File: src/rtl/vend_credit_ctrl.sv
// -----------------------------------------------------------------------------
// vend_credit_ctrl
//
// Credit and change controller for a single-price vending machine. Coins add
// credit in whole units. A purchase request with enough credit dispenses the
// item for one cycle. Any remainder is then offered as change. Cancel refunds
// the whole credit through the same change handshake. The credit is also shown
// in cents as two registered BCD digits.
//
// Ports
//   clk           : single clock, all state updates on the rising edge
//   rst_n         : asynchronous active-low reset
//   coin_valid    : a coin is present this cycle
//   coin_units    : value of the coin in credit units
//   vend_req      : purchase request
//   cancel        : refund request
//   change_ack    : change dispenser has taken the pending change
//   coin_ready    : coin acceptance permitted (IDLE / CREDIT)
//   reject        : one-cycle pulse, the previously offered coin is returned
//   credit        : current credit in units
//   digit_tens    : BCD tens digit of credit*UNIT_CENTS (one cycle behind)
//   digit_ones    : BCD ones digit of credit*UNIT_CENTS (one cycle behind)
//   vend_pulse    : one-cycle pulse, dispense the item
//   change_valid  : change pending
//   change_units  : change amount in units, valid while change_valid
// -----------------------------------------------------------------------------
module vend_credit_ctrl #(
    parameter int UNIT_CENTS  = 5,
    parameter int MAX_UNITS   = 12,
    parameter int CW          = 4,
    parameter int PRICE_UNITS = 9
) (
    input  logic          clk,
    input  logic          rst_n,
    input  logic          coin_valid,
    input  logic [2:0]    coin_units,
    input  logic          vend_req,
    input  logic          cancel,
    input  logic          change_ack,
    output logic          coin_ready,
    output logic          reject,
    output logic [CW-1:0] credit,
    output logic [3:0]    digit_tens,
    output logic [3:0]    digit_ones,
    output logic          vend_pulse,
    output logic          change_valid,
    output logic [CW-1:0] change_units
);

    localparam logic [1:0] ST_IDLE   = 2'd0;
    localparam logic [1:0] ST_CREDIT = 2'd1;
    localparam logic [1:0] ST_VEND   = 2'd2;
    localparam logic [1:0] ST_CHANGE = 2'd3;

    logic [1:0]    state_q,        state_d;
    logic [CW-1:0] credit_q,       credit_d;
    logic [CW-1:0] change_units_q, change_units_d;
    logic          reject_q,       reject_d;
    logic [3:0]    digit_tens_q,   digit_tens_d;
    logic [3:0]    digit_ones_q,   digit_ones_d;

    logic          coin_offered;
    logic [CW:0]   coin_sum;
    logic          coin_fits;
    logic          can_vend;
    logic [CW-1:0] vend_rem;
    logic [6:0]    cents;

    // The sum carries one extra bit so an overflowing coin cannot wrap
    // around and slip under the MAX_UNITS compare.
    assign coin_offered = coin_valid && (coin_units != 3'd0);
    assign coin_sum     = {1'b0, credit_q} + (CW+1)'(coin_units);
    assign coin_fits    = coin_sum <= (CW+1)'(MAX_UNITS);
    assign can_vend     = credit_q >= CW'(PRICE_UNITS);
    assign vend_rem     = credit_q - CW'(PRICE_UNITS);

    // NOTE: every signal written in this block gets a default first, so no
    // path through the case leaves it unassigned and no latch is inferred.
    always_comb begin
        state_d        = state_q;
        credit_d       = credit_q;
        change_units_d = change_units_q;
        reject_d       = 1'b0;

        case (state_q)
            ST_IDLE, ST_CREDIT: begin
                // Priority is cancel > vend_req > coin. Cancel and vend are
                // only honoured in CREDIT. A coin arriving with an accepted
                // cancel or vend is returned.
                if (cancel && (state_q == ST_CREDIT)) begin
                    state_d        = ST_CHANGE;
                    change_units_d = credit_q;
                    credit_d       = '0;
                    reject_d       = coin_offered;
                end else if (vend_req && (state_q == ST_CREDIT) && can_vend) begin
                    state_d  = ST_VEND;
                    reject_d = coin_offered;
                end else if (coin_offered) begin
                    if (coin_fits) begin
                        credit_d = coin_sum[CW-1:0];
                        state_d  = ST_CREDIT;
                    end else begin
                        reject_d = 1'b1;
                    end
                end
            end

            ST_VEND: begin
                // Credit is still displayed during the dispense cycle. It is
                // cleared only as the machine leaves VEND.
                reject_d = coin_offered;
                credit_d = '0;
                if (vend_rem != '0) begin
                    state_d        = ST_CHANGE;
                    change_units_d = vend_rem;
                end else begin
                    state_d = ST_IDLE;
                end
            end

            ST_CHANGE: begin
                reject_d = coin_offered;
                if (change_ack) begin
                    state_d        = ST_IDLE;
                    change_units_d = '0;
                end
            end

            default: state_d = ST_IDLE;
        endcase
    end

    // Display path: the digits are taken from the registered credit, so they
    // follow a credit change by one cycle. UNIT_CENTS*MAX_UNITS <= 99 keeps the
    // value inside 7 bits.
    always_comb begin
        cents        = 7'(int'(credit_q) * UNIT_CENTS);
        digit_tens_d = 4'(cents / 7'd10);
        digit_ones_d = 4'(cents % 7'd10);
    end

    // NOTE: sequential state uses non-blocking assignments only. Every flop
    // updates from values sampled before the edge, whatever the statement order.
    always_ff @(posedge clk or negedge rst_n) begin
        if (!rst_n) begin
            state_q        <= ST_IDLE;
            credit_q       <= '0;
            change_units_q <= '0;
            reject_q       <= 1'b0;
            digit_tens_q   <= 4'd0;
            digit_ones_q   <= 4'd0;
        end else begin
            state_q        <= state_d;
            credit_q       <= credit_d;
            change_units_q <= change_units_d;
            reject_q       <= reject_d;
            digit_tens_q   <= digit_tens_d;
            digit_ones_q   <= digit_ones_d;
        end
    end

    // These outputs are decoded from the state register. Reset therefore
    // clears them at once and drops any pending vend or change.
    assign coin_ready   = (state_q == ST_IDLE) || (state_q == ST_CREDIT);
    assign vend_pulse   = (state_q == ST_VEND);
    assign change_valid = (state_q == ST_CHANGE);
    assign change_units = change_units_q;
    assign reject       = reject_q;
    assign credit       = credit_q;
    assign digit_tens   = digit_tens_q;
    assign digit_ones   = digit_ones_q;

endmodule

File: config.mk
export PLATFORM = sky130hd
export DESIGN_NAME = vend_credit_ctrl
export DESIGN_NICKNAME = d
export VERILOG_FILES = /design/src/rtl/vend_credit_ctrl.sv
export SDC_FILE = /design/constraint.sdc
export NUM_CORES = 1
export LEC_CHECK = 0
export BUFFER_PORTS_ARGS = -buffer_cell sky130_fd_sc_hd__buf_2
export CAP_MARGIN = 10
export CORE_ASPECT_RATIO = 1.4
export CORE_MARGIN = 2
export CORE_UTILIZATION = 37
export DETAILED_ROUTE_END_ITERATION = 8
export PLACE_DENSITY_LB_ADDON = 0.1
export SLEW_MARGIN = 20
export SYNTH_ARGS = -nofsm -noshare
export SYNTH_HDL_FRONTEND = slang
export SYNTH_SLANG_ARGS = --single-unit
File: constraint.sdc
create_clock -name clk -period 3.55 [get_ports clk]
set_input_delay 0.5325 -clock clk [delete_from_list [all_inputs] [get_ports clk]]
set_output_delay 0.5325 -clock clk [all_outputs]
set_load 0.01 [all_outputs]
==> results of run 1 <==
==> stage by stage <==
stage                     cells  hold slack [ns]  total power (W)  worst slack [ns]
after global placement      248            0.473          0.00146             0.469
after floorplan             181            0.237          0.00119             0.400
after global routing        252            0.244          0.00178            0.0869
after CTS                   252            0.228          0.00163             0.295
final                       252            0.221          0.00162             0.281
after detailed placement    248            0.473          0.00148             0.314
==> final cells by class <==
class	instances	area [um^2]	share of cell area, %
Sequential cell	19	475	26.2
Clock buffer	3	41.3	2.28
Inverter	13	48.8	2.69
Clock inverter	1	5.00	0.276
Timing Repair Buffer	34	185	10.2
Tap cell	45	56.3	3.11
Multi-Input combinational cell	137	1000	55.2
==> path summary, 6_finish.rpt <==
check                                 from              end  slack (ns)  cells past startpoint
hold reg to reg            change_units[3]  change_units[3]        0.49                      1
min in group clk           change_units[3]  change_units[3]        0.49                      1
max in group asynchronous            rst_n  change_units[2]        3.02                      1
setup / recovery                 credit[1]    digit_ones[2]        0.28                     12
setup reg to reg                 credit[1]    digit_ones[2]        0.28                     12
hold / removal                       rst_n        credit[1]        0.22                      1
==> state kept, by name (all words and copies together), names as in the netlist <==
| register | count |
|---|---|
| change_units | 4 |
| credit | 4 |
| digit_ones | 4 |
| digit_tens | 4 |
| reject | 1 |
| state_q | 2 |
==> metal layers <==
layer | GRT usage [%] | up-vias | wire [um]
li1 | - | 710 | -
met4 | 5.23 | 0 | 69
met5 | 0 | - | 0
met1 | 19.5 | 681 | 1530
met3 | 2.68 | 6 | 102
met2 | 33.7 | 22 | 2130
==> worst max-delay path: cells and delay by family, from the launching register on <==
family / cells / cell delay (ns)
AO/OA/AOI/OAI: 4 / 0.84
multiplexers: 1 / 0.28
AND/OR/NAND/NOR: 1 / 0.09
adder cells (fa/ha/maj): 4 / 1.37
flip-flops: 1 / 0.39
buffers and inverters: 2 / 0.15
==> cell usage in the layout (no fill, tap or decap), drive strengths merged, types with 2 or more instances in the layout <==
cell     Yosys  routed
a21oi       17      17
nor3         2       2
o21a         2       2
nand3b       2       2
inv         13      13
and2         3       3
a22o         3       3
ha          12      12
nor2        15      15
nand3        4       4
o2bb2ai      4       4
or3b         2       2
fa           2       2
xor2         2       2
dfrtp       19      19
o211ai       3       3
o41ai        2       2
mux2         2       2
o22ai        2       2
clkbuf       3       3
nand2b       6       6
nor2b        2       2
a31oi        4       4
o221ai       2       2
o31ai        3       3
buf          9      34
a21o         5       5
o21ai       10      10
nand2       10      10
==> cell usage after synthesis (all sizes together) (3+ instances only) <==
master / instances
dfrtp: 19
a21oi: 17
nor2: 15
inv: 13
ha: 12
nand2: 10
o21ai: 10
buf: 9
nand2b: 6
a21o: 5
a31oi: 4
nand3: 4
o2bb2ai: 4
a22o: 3
and2: 3
clkbuf: 3
o211ai: 3
o31ai: 3
==> power by group through the flow <==
stage / sequential, W / combinational (W) / clock, W
2_1_floorplan: 0.000391 / 0.000799 / 0
3_3_place_gp: 0.000352 / 0.00110 / 0
3_5_place_dp: 0.000354 / 0.00112 / 0
4_1_cts: 0.000351 / 0.00113 / 0.000157
5_1_grt: 0.000362 / 0.00126 / 0.000163
6_report: 0.000352 / 0.00112 / 0.000149
==> logic make-up after synthesis <==
kind of cell	after synthesis	synth area share, %
compound gates	65	29.6
simple gates	53	18.3
buf+inv	25	7.09
flops	19	29.9
fa+ha+maj	14	12.0
mux	3	2.05
xor+xnor	2	1.10
==> results.py, run 1 <==
metrics = {
    "power": {
        "pwr_density_cell_nw_per_um2": 895,
        "p_seq_share_pct": 21.7,
        "p_leak_nw": 0.896,
        "ir_worst_vdd_uv": 340,
        "clkPwrFrac_pct": 9.2,
        "p_int_w": 0.000828,
        "switchingPower_w": 0.000793,
        "pwr-share-comb_pct": 69.1,
        "switching_share_pct": 48.9,
    },
    "placed_design": {
        "io_buffers": 28,
        "post_dp_cell_area_um2": 1770,
        "hpwl_mm": 2.99,
        "globalplace.congestion": 0.807,
    },
    "finish": {
        "fin_area_um2": 1810,
        "drive_gt1_share_pct": 23.2,
        "post-route-util_pct": 43.5,
        "fillerInstances": 427,
        "n_antenna_cell": 0,
        "area_delta_synth_final_pct": 14.1,
        "nets": 231,
    },
    "logic_synthesis": {
        "seq_area_frac_synth_pct": 29.9,
        "yosysTopAreaCellShare_pct": 29.9,
        "synth_area_per_cell_um2": 8.77,
        "ys_ff_latch": 19,
        "yosysTopAreaCell": "dfrtp_1",
        "ys.flop_type": "dfrtp_1",
        "yosysWarnings": 0,
        "synthCells": 181,
        "netlist_area_um2": 1590,
        "ys_async_sr_fraction_pct": 100,
        "syn-num-nets": 204,
        "netlist_top_cells_area": "dfrtp_1 (30%), ha_1 (9.5%), a21oi_1 (4.7%)",
        "synth_cell_types": 55,
        "synth-edff-count": 0,
    },
    "floorplanning": {
        "die_area_um2": 4840,
        "die_y_um": 81.5,
        "core_um2": 4170,
        "fp-row-count": 28,
        "die_w_um": 59.4,
        "boundaryPins": 29,
        "start_util_pct": 38.1,
    },
    "critical_path": {
        "cp.arrival_ns": 3.38,
        "start_kind": "register",
        "slowest_delay_ns": 0.60,
        "cp-end-kind": "register",
        "cp_cell_sequence": "ha_1, ha_1, inv_1, fa_1, nor2_1, mux2_2, a2111o_1, o31ai_2, ha_1, inv_1, o21ai_0, a32oi_1",
        "cp_data_required_time_ns": 3.66,
        "path_class": "register to register",
        "worst_path_most_repeated_cell": "ha_1",
        "path_max_fanout": 7,
        "worst_path_max_delay_cell": "fa_1",
    },
    "route": {
        "drcViolationCount": 0,
        "drtPass1Iterations": 4,
        "drt_iter0_markers": 23,
        "ant_nets": 0,
        "wire_per_inst_um": 15.2,
        "vias": 1419,
        "routed_wl_mm": 3.83,
        "routed_via_density": 5.63,
    },
    "clocking": {
        "cts_inserted_buffers": 3,
        "ctsResizeCount": 0,
        "cts_tree": "done",
        "path_clk_slew_ns": 0.07,
        "hold_buffers": 0,
        "cts_htree_levels": 1,
        "cts.path.max_buffers": 2,
        "postCtsSetupBuffers": 0,
        "root_buffer": "clkbuf_8",
        "clk_latency_ns": 0.25,
        "clock-sinks": 19,
    },
    "timing": {
        "fmax_ghz": 0.306,
        "tns_ns": 0,
        "tightest_slew_ns": 0.590,
        "slew_headroom_pct": 60.4,
        "rsz0062_at_grt": "false",
        "final-hold-violation-count": 0,
        "post-route-min-period_ns": 3.27,
        "drv_slew": 0,
        "setup_viol_count_final": 0,
        "period_share_pct": 92.1,
        "skew_ns": 0.00181,
    },
    "worst_hold_path": {
        "hold_path_class": "primary input to asynchronous set/reset pin",
    },
    "outcome": {
        "status": "complete, no violations",
    },
    "global_route": {
        "antenna_found_initial": 0,
        "grt_first_pass_wirelength_mm": 6.59,
        "grt_max_degree": 29,
        "grt_pass1_vias": 1458,
        "grtUsageTotal_pct": 17.7,
        "grt_overflow_total": 0,
    },
    "flow_run": {
        "maxCapViolations": 0,
    },
}
Power figures use the tool's default switching activity.
==> inputs of run 2 (changes only) <==
- GPL_TIMING_DRIVEN: not set -> 0
==> results.py, run 2 (synthesis results as in run 1) <==
metrics = {
    "outcome": {
        "status": "complete, no violations",
    },
    "critical_path": {
        "reg2reg_to": "digit_ones[2]",
        "start_kind": "register",
        "r2r_slack_ns": 0.22,
        "cp_data_required_time_ns": 3.72,
        "path_max_fanout": 10,
        "cp-end-kind": "register",
        "rr_worst_depth": 14,
        "r2r-start": "credit[1]",
        "crit_path_start": "credit[1]",
        "cp.arrival_ns": 3.50,
        "crit_end": "digit_ones[2]",
        "path_class": "register to register",
        "cp_cell_sequence": "ha_1, ha_1, inv_1, fa_1, buf_2, buf_2, nand4b_1, o22ai_1, a2111o_1, o31ai_2, ha_2, inv_1, a21o_1, a32oi_1",
        "slowest_delay_ns": 0.42,
        "worst_path_max_delay_cell": "dfrtp_2",
    },
    "finish": {
        "post-route-util_pct": 44.4,
        "n_antenna_cell": 0,
        "area_delta_synth_final_pct": 16.6,
        "final_common_cell": "buf_2",
        "mostFrequentLayoutCells": "buf_2 (34), dfrtp_1 (16), a21oi_1 (15), nor2_1 (15), inv_1 (13)",
        "fillerInstances": 448,
        "fin_area_um2": 1850,
        "stdcell_count": 260,
        "nets": 239,
        "drive_gt1_share_pct": 26.0,
    },
    "timing": {
        "setup_viol_count_final": 0,
        "fmax_ghz": 0.300,
        "post-route-min-period_ns": 3.33,
        "slew_headroom_pct": 60.9,
        "tns_ns": 0,
        "skew_ns": 0.00125,
        "tightest_slew_ns": 0.581,
        "final-hold-violation-count": 0,
        "rsz0062_at_grt": "false",
        "period_share_pct": 93.8,
        "worst_slack_ns": 0.220,
        "drv_slew": 0,
    },
    "clocking": {
        "cts_tree": "done",
        "root_buffer": "clkbuf_8",
        "path_clk_slew_ns": 0.07,
        "cts_inserted_buffers": 3,
        "cts.path.max_buffers": 2,
        "clk_latency_ns": 0.26,
        "cts_htree_levels": 1,
        "clock-sinks": 19,
        "hold_buffers": 0,
    },
    "floorplanning": {
        "die_area_um2": 4840,
        "start_util_pct": 38.1,
        "die_y_um": 81.5,
        "die_w_um": 59.4,
        "boundaryPins": 29,
        "fp-row-count": 28,
        "core_um2": 4170,
    },
    "global_route": {
        "use_met3_pct": 2.36,
        "grtUsageMet2_pct": 32.5,
        "grt_first_pass_wirelength_mm": 6.31,
        "grt_util_met1_pct": 18.5,
        "grtUsageTotal_pct": 17.0,
        "antenna_found_initial": 0,
        "grt_overflow_total": 0,
        "grt.busiest_layer": "met2",
        "grt_max_degree": 20,
        "grt_pass1_vias": 1394,
    },
    "route": {
        "routed_via_density": 5.75,
        "drtPass1Iterations": 4,
        "routed_wl_mm": 3.93,
        "drcViolationCount": 0,
        "ant_nets": 0,
        "vias": 1494,
        "wire_per_inst_um": 15.1,
        "drt_iter0_markers": 62,
    },
    "placed_design": {
        "hpwl_mm": 3.11,
        "pre_cts_slack_ns": 0.100,
        "placed_cells": 254,
        "io_buffers": 28,
        "post_dp_cell_area_um2": 1780,
        "globalplace.congestion": 0.822,
    },
    "flow_run": {
        "maxCapViolations": 0,
    },
    "worst_hold_path": {
        "hold_path_class": "primary input to asynchronous set/reset pin",
    },
    "power": {
        "p_leak_nw": 0.910,
        "pwr_density_cell_nw_per_um2": 896,
        "ir_worst_vdd_uv": 336,
    },
}
-- run 2: how the worst min path moves through the flow --
stage                          from         endpoint  slack, ns
finish                        rst_n        credit[3]       0.21
global route                  rst_n        credit[3]       0.24
CTS                           rst_n    digit_tens[1]       0.22
detailed placement  change_units[2]  change_units[2]       0.47
global placement    change_units[0]  change_units[0]       0.47
floorplan                     rst_n  change_units[0]       0.24
-- run 2: power breakdown --
group / internal [W] / switching (W)
clock network: 0.0000781 / 0.0000739
registers: 0.000302 / 0.0000621
logic: 0.000465 / 0.000678
-- run 2: critical path, delay by kind of cell (launching register included) --
kind | cells | cell delay [ns]
fa+ha+maj | 4 | 1.21
compound gates | 5 | 0.98
buf+inv | 4 | 0.51
flops | 1 | 0.42
simple gates | 1 | 0.10
-- run 2: through the flow --
stage	hold WS [ns]	power, W
CTS	0.225	0.00166
detailed placement	0.468	0.00150
floorplan	0.237	0.00119
finish	0.213	0.00166
global placement	0.474	0.00147
global route	0.245	0.00182
-- run 2: layout make-up --
| cell class | instances | area, um^2 | area share [%] |
|---|---|---|---|
| Buffer | 12 | 63.8 | 3.45 |
| Clock buffer | 3 | 41.3 | 2.23 |
| Clock inverter | 1 | 5.00 | 0.270 |
| Inverter | 13 | 48.8 | 2.64 |
| Multi-Input combinational cell | 137 | 1000 | 54.1 |
| Sequential cell | 19 | 479 | 25.9 |
| Tap cell | 45 | 56.3 | 3.04 |
| Timing Repair Buffer | 30 | 155 | 8.38 |
-- run 2: what timing repair did --
| item | CTS | global route |
|---|---|---|
| endpoints found under the setup margin | 0 | 2 |
| resized for setup | 0 | 4 |
| buffers inserted | 0 | 2 |
-- run 2: per-layer routing --
| layer | part of all wire (%) | wire (um) |
|---|---|---|
| met5 | 0 | 0 |
| met1 | 40 | 1580 |
| met4 | 1.3 | 51 |
| met2 | 55 | 2170 |
| met3 | 3.4 | 132 |
==> inputs of run 3 (changes only) <==
- clock period: 3.55 -> 3.9 ns (I/O delays scaled with it)
==> results.py, run 3 (synthesis results as in run 1) <==
metrics = {
    "outcome": {
        "status": "complete, no violations",
    },
    "placed_design": {
        "globalplace.congestion": 0.822,
        "placed_cells": 254,
        "io_buffers": 28,
        "hpwl_mm": 3.11,
    },
    "timing": {
        "drv_slew": 0,
        "skew_ns": 0.00183,
        "whs_ns": 0.266,
        "period_share_pct": 88.1,
        "rsz0062_at_grt": "false",
        "fmax_ghz": 0.291,
        "slew_headroom_pct": 60.9,
        "tns_ns": 0,
        "tightest_slew_ns": 0.581,
        "setup_viol_count_final": 0,
        "final-hold-violation-count": 0,
        "post-route-min-period_ns": 3.44,
    },
    "worst_hold_path": {
        "hold_path_class": "primary input to asynchronous set/reset pin",
    },
    "route": {
        "drt_iter0_markers": 68,
        "wire_per_inst_um": 15.2,
        "routed_via_density": 5.72,
        "vias": 1476,
        "drcViolationCount": 0,
        "drtPass1Iterations": 4,
        "ant_nets": 0,
        "routed_wl_mm": 3.92,
    },
    "power": {
        "pwr_density_cell_nw_per_um2": 812,
        "power.total_w": 0.00149,
        "p_leak_nw": 0.905,
        "ir_worst_vdd_uv": 307,
    },
    "critical_path": {
        "path_max_fanout": 13,
        "path_class": "register to register",
        "cp_data_required_time_ns": 4.07,
        "r2r_slack_ns": 0.46,
        "cp-end-kind": "register",
        "cp.arrival_ns": 3.60,
        "start_kind": "register",
    },
    "finish": {
        "area_delta_synth_final_pct": 15.3,
        "mostFrequentLayoutCells": "buf_2 (34), dfrtp_1 (19), a21oi_1 (15), nor2_1 (15), inv_1 (13)",
        "drive_gt1_share_pct": 23.5,
        "final_common_cell": "buf_2",
        "n_antenna_cell": 0,
        "nets": 237,
        "stdcell_count": 258,
    },
    "global_route": {
        "grt_max_degree": 20,
        "grt_pass1_vias": 1394,
        "grt_first_pass_wirelength_mm": 6.31,
        "grt_overflow_total": 0,
        "antenna_found_initial": 0,
        "grtUsageTotal_pct": 17.0,
    },
    "floorplanning": {
        "die_w_um": 59.4,
        "boundaryPins": 29,
        "core_um2": 4170,
        "die_area_um2": 4840,
        "die_y_um": 81.5,
        "fp-row-count": 28,
        "start_util_pct": 38.1,
    },
    "clocking": {
        "cts.path.max_buffers": 2,
        "ctsResizeCount": 0,
        "cts_tree": "done",
        "clock-sinks": 19,
        "cts_inserted_buffers": 3,
        "cts_htree_levels": 1,
        "root_buffer": "clkbuf_8",
        "clk_latency_ns": 0.26,
        "hold_buffers": 0,
        "path_clk_slew_ns": 0.07,
        "postCtsSetupBuffers": 0,
    },
    "flow_run": {
        "maxCapViolations": 0,
    },
}
==> run 3: final timing paths <==
kind                                 start         endpoint  depth (start not counted)
max                              credit[0]    digit_ones[2]                         13
min                                  rst_n        credit[1]                          1
max reg2reg                      credit[0]    digit_ones[2]                         13
min reg2reg                change_units[1]  change_units[1]                          1
max in group asynchronous            rst_n    digit_ones[0]                          1
min in group clk           change_units[1]  change_units[1]                          1
==> run 3: metrics by stage <==
stage	utilization, %	area (um^2)	setup WS [ns]
final	43.9	1830	0.465
after global routing	43.9	1830	0.226
after CTS	43.9	1830	0.429
after detailed placement	42.8	1780	0.450
after global placement	42.8	1780	0.529
after floorplan	-	1590	0.750
==> run 3: critical path: stages, from the launching register on <==
cell      delay (ns)
dfrtp_1         0.61
ha_1            0.22
ha_1            0.20
inv_1           0.07
fa_1            0.47
buf_2           0.18
nor2_1          0.08
mux2_2          0.27
a2111o_1        0.43
o31ai_2         0.13
ha_1            0.27
inv_1           0.08
a21o_1          0.17
a32oi_1         0.16
==> run 3: cell type report <==
cell class | count | area [um^2]
Buffer | 12 | 63.8
Clock buffer | 3 | 41.3
Clock inverter | 1 | 5.00
Fill cell | 451 | 2340
Inverter | 13 | 48.8
Multi-Input combinational cell | 137 | 1000
Sequential cell | 19 | 475
Tap cell | 45 | 56.3
Timing Repair Buffer | 28 | 140
==> run 3: report_power, final <==
group | leakage, nW | internal (W) | switching, W
registers | 0.252 | 0.000272 | 0.0000644
logic | 0.628 | 0.000409 | 0.000603
clock network | 0.0255 | 0.0000711 | 0.0000673
total | 0.905 | 0.000752 | 0.000735
==> run 3: routing by layer <==
layer,track usage [%],part of all wire (%)
met1,18.5,40
met2,32.5,55
met5,0,0
met3,2.36,2.8
met4,5.68,1.3
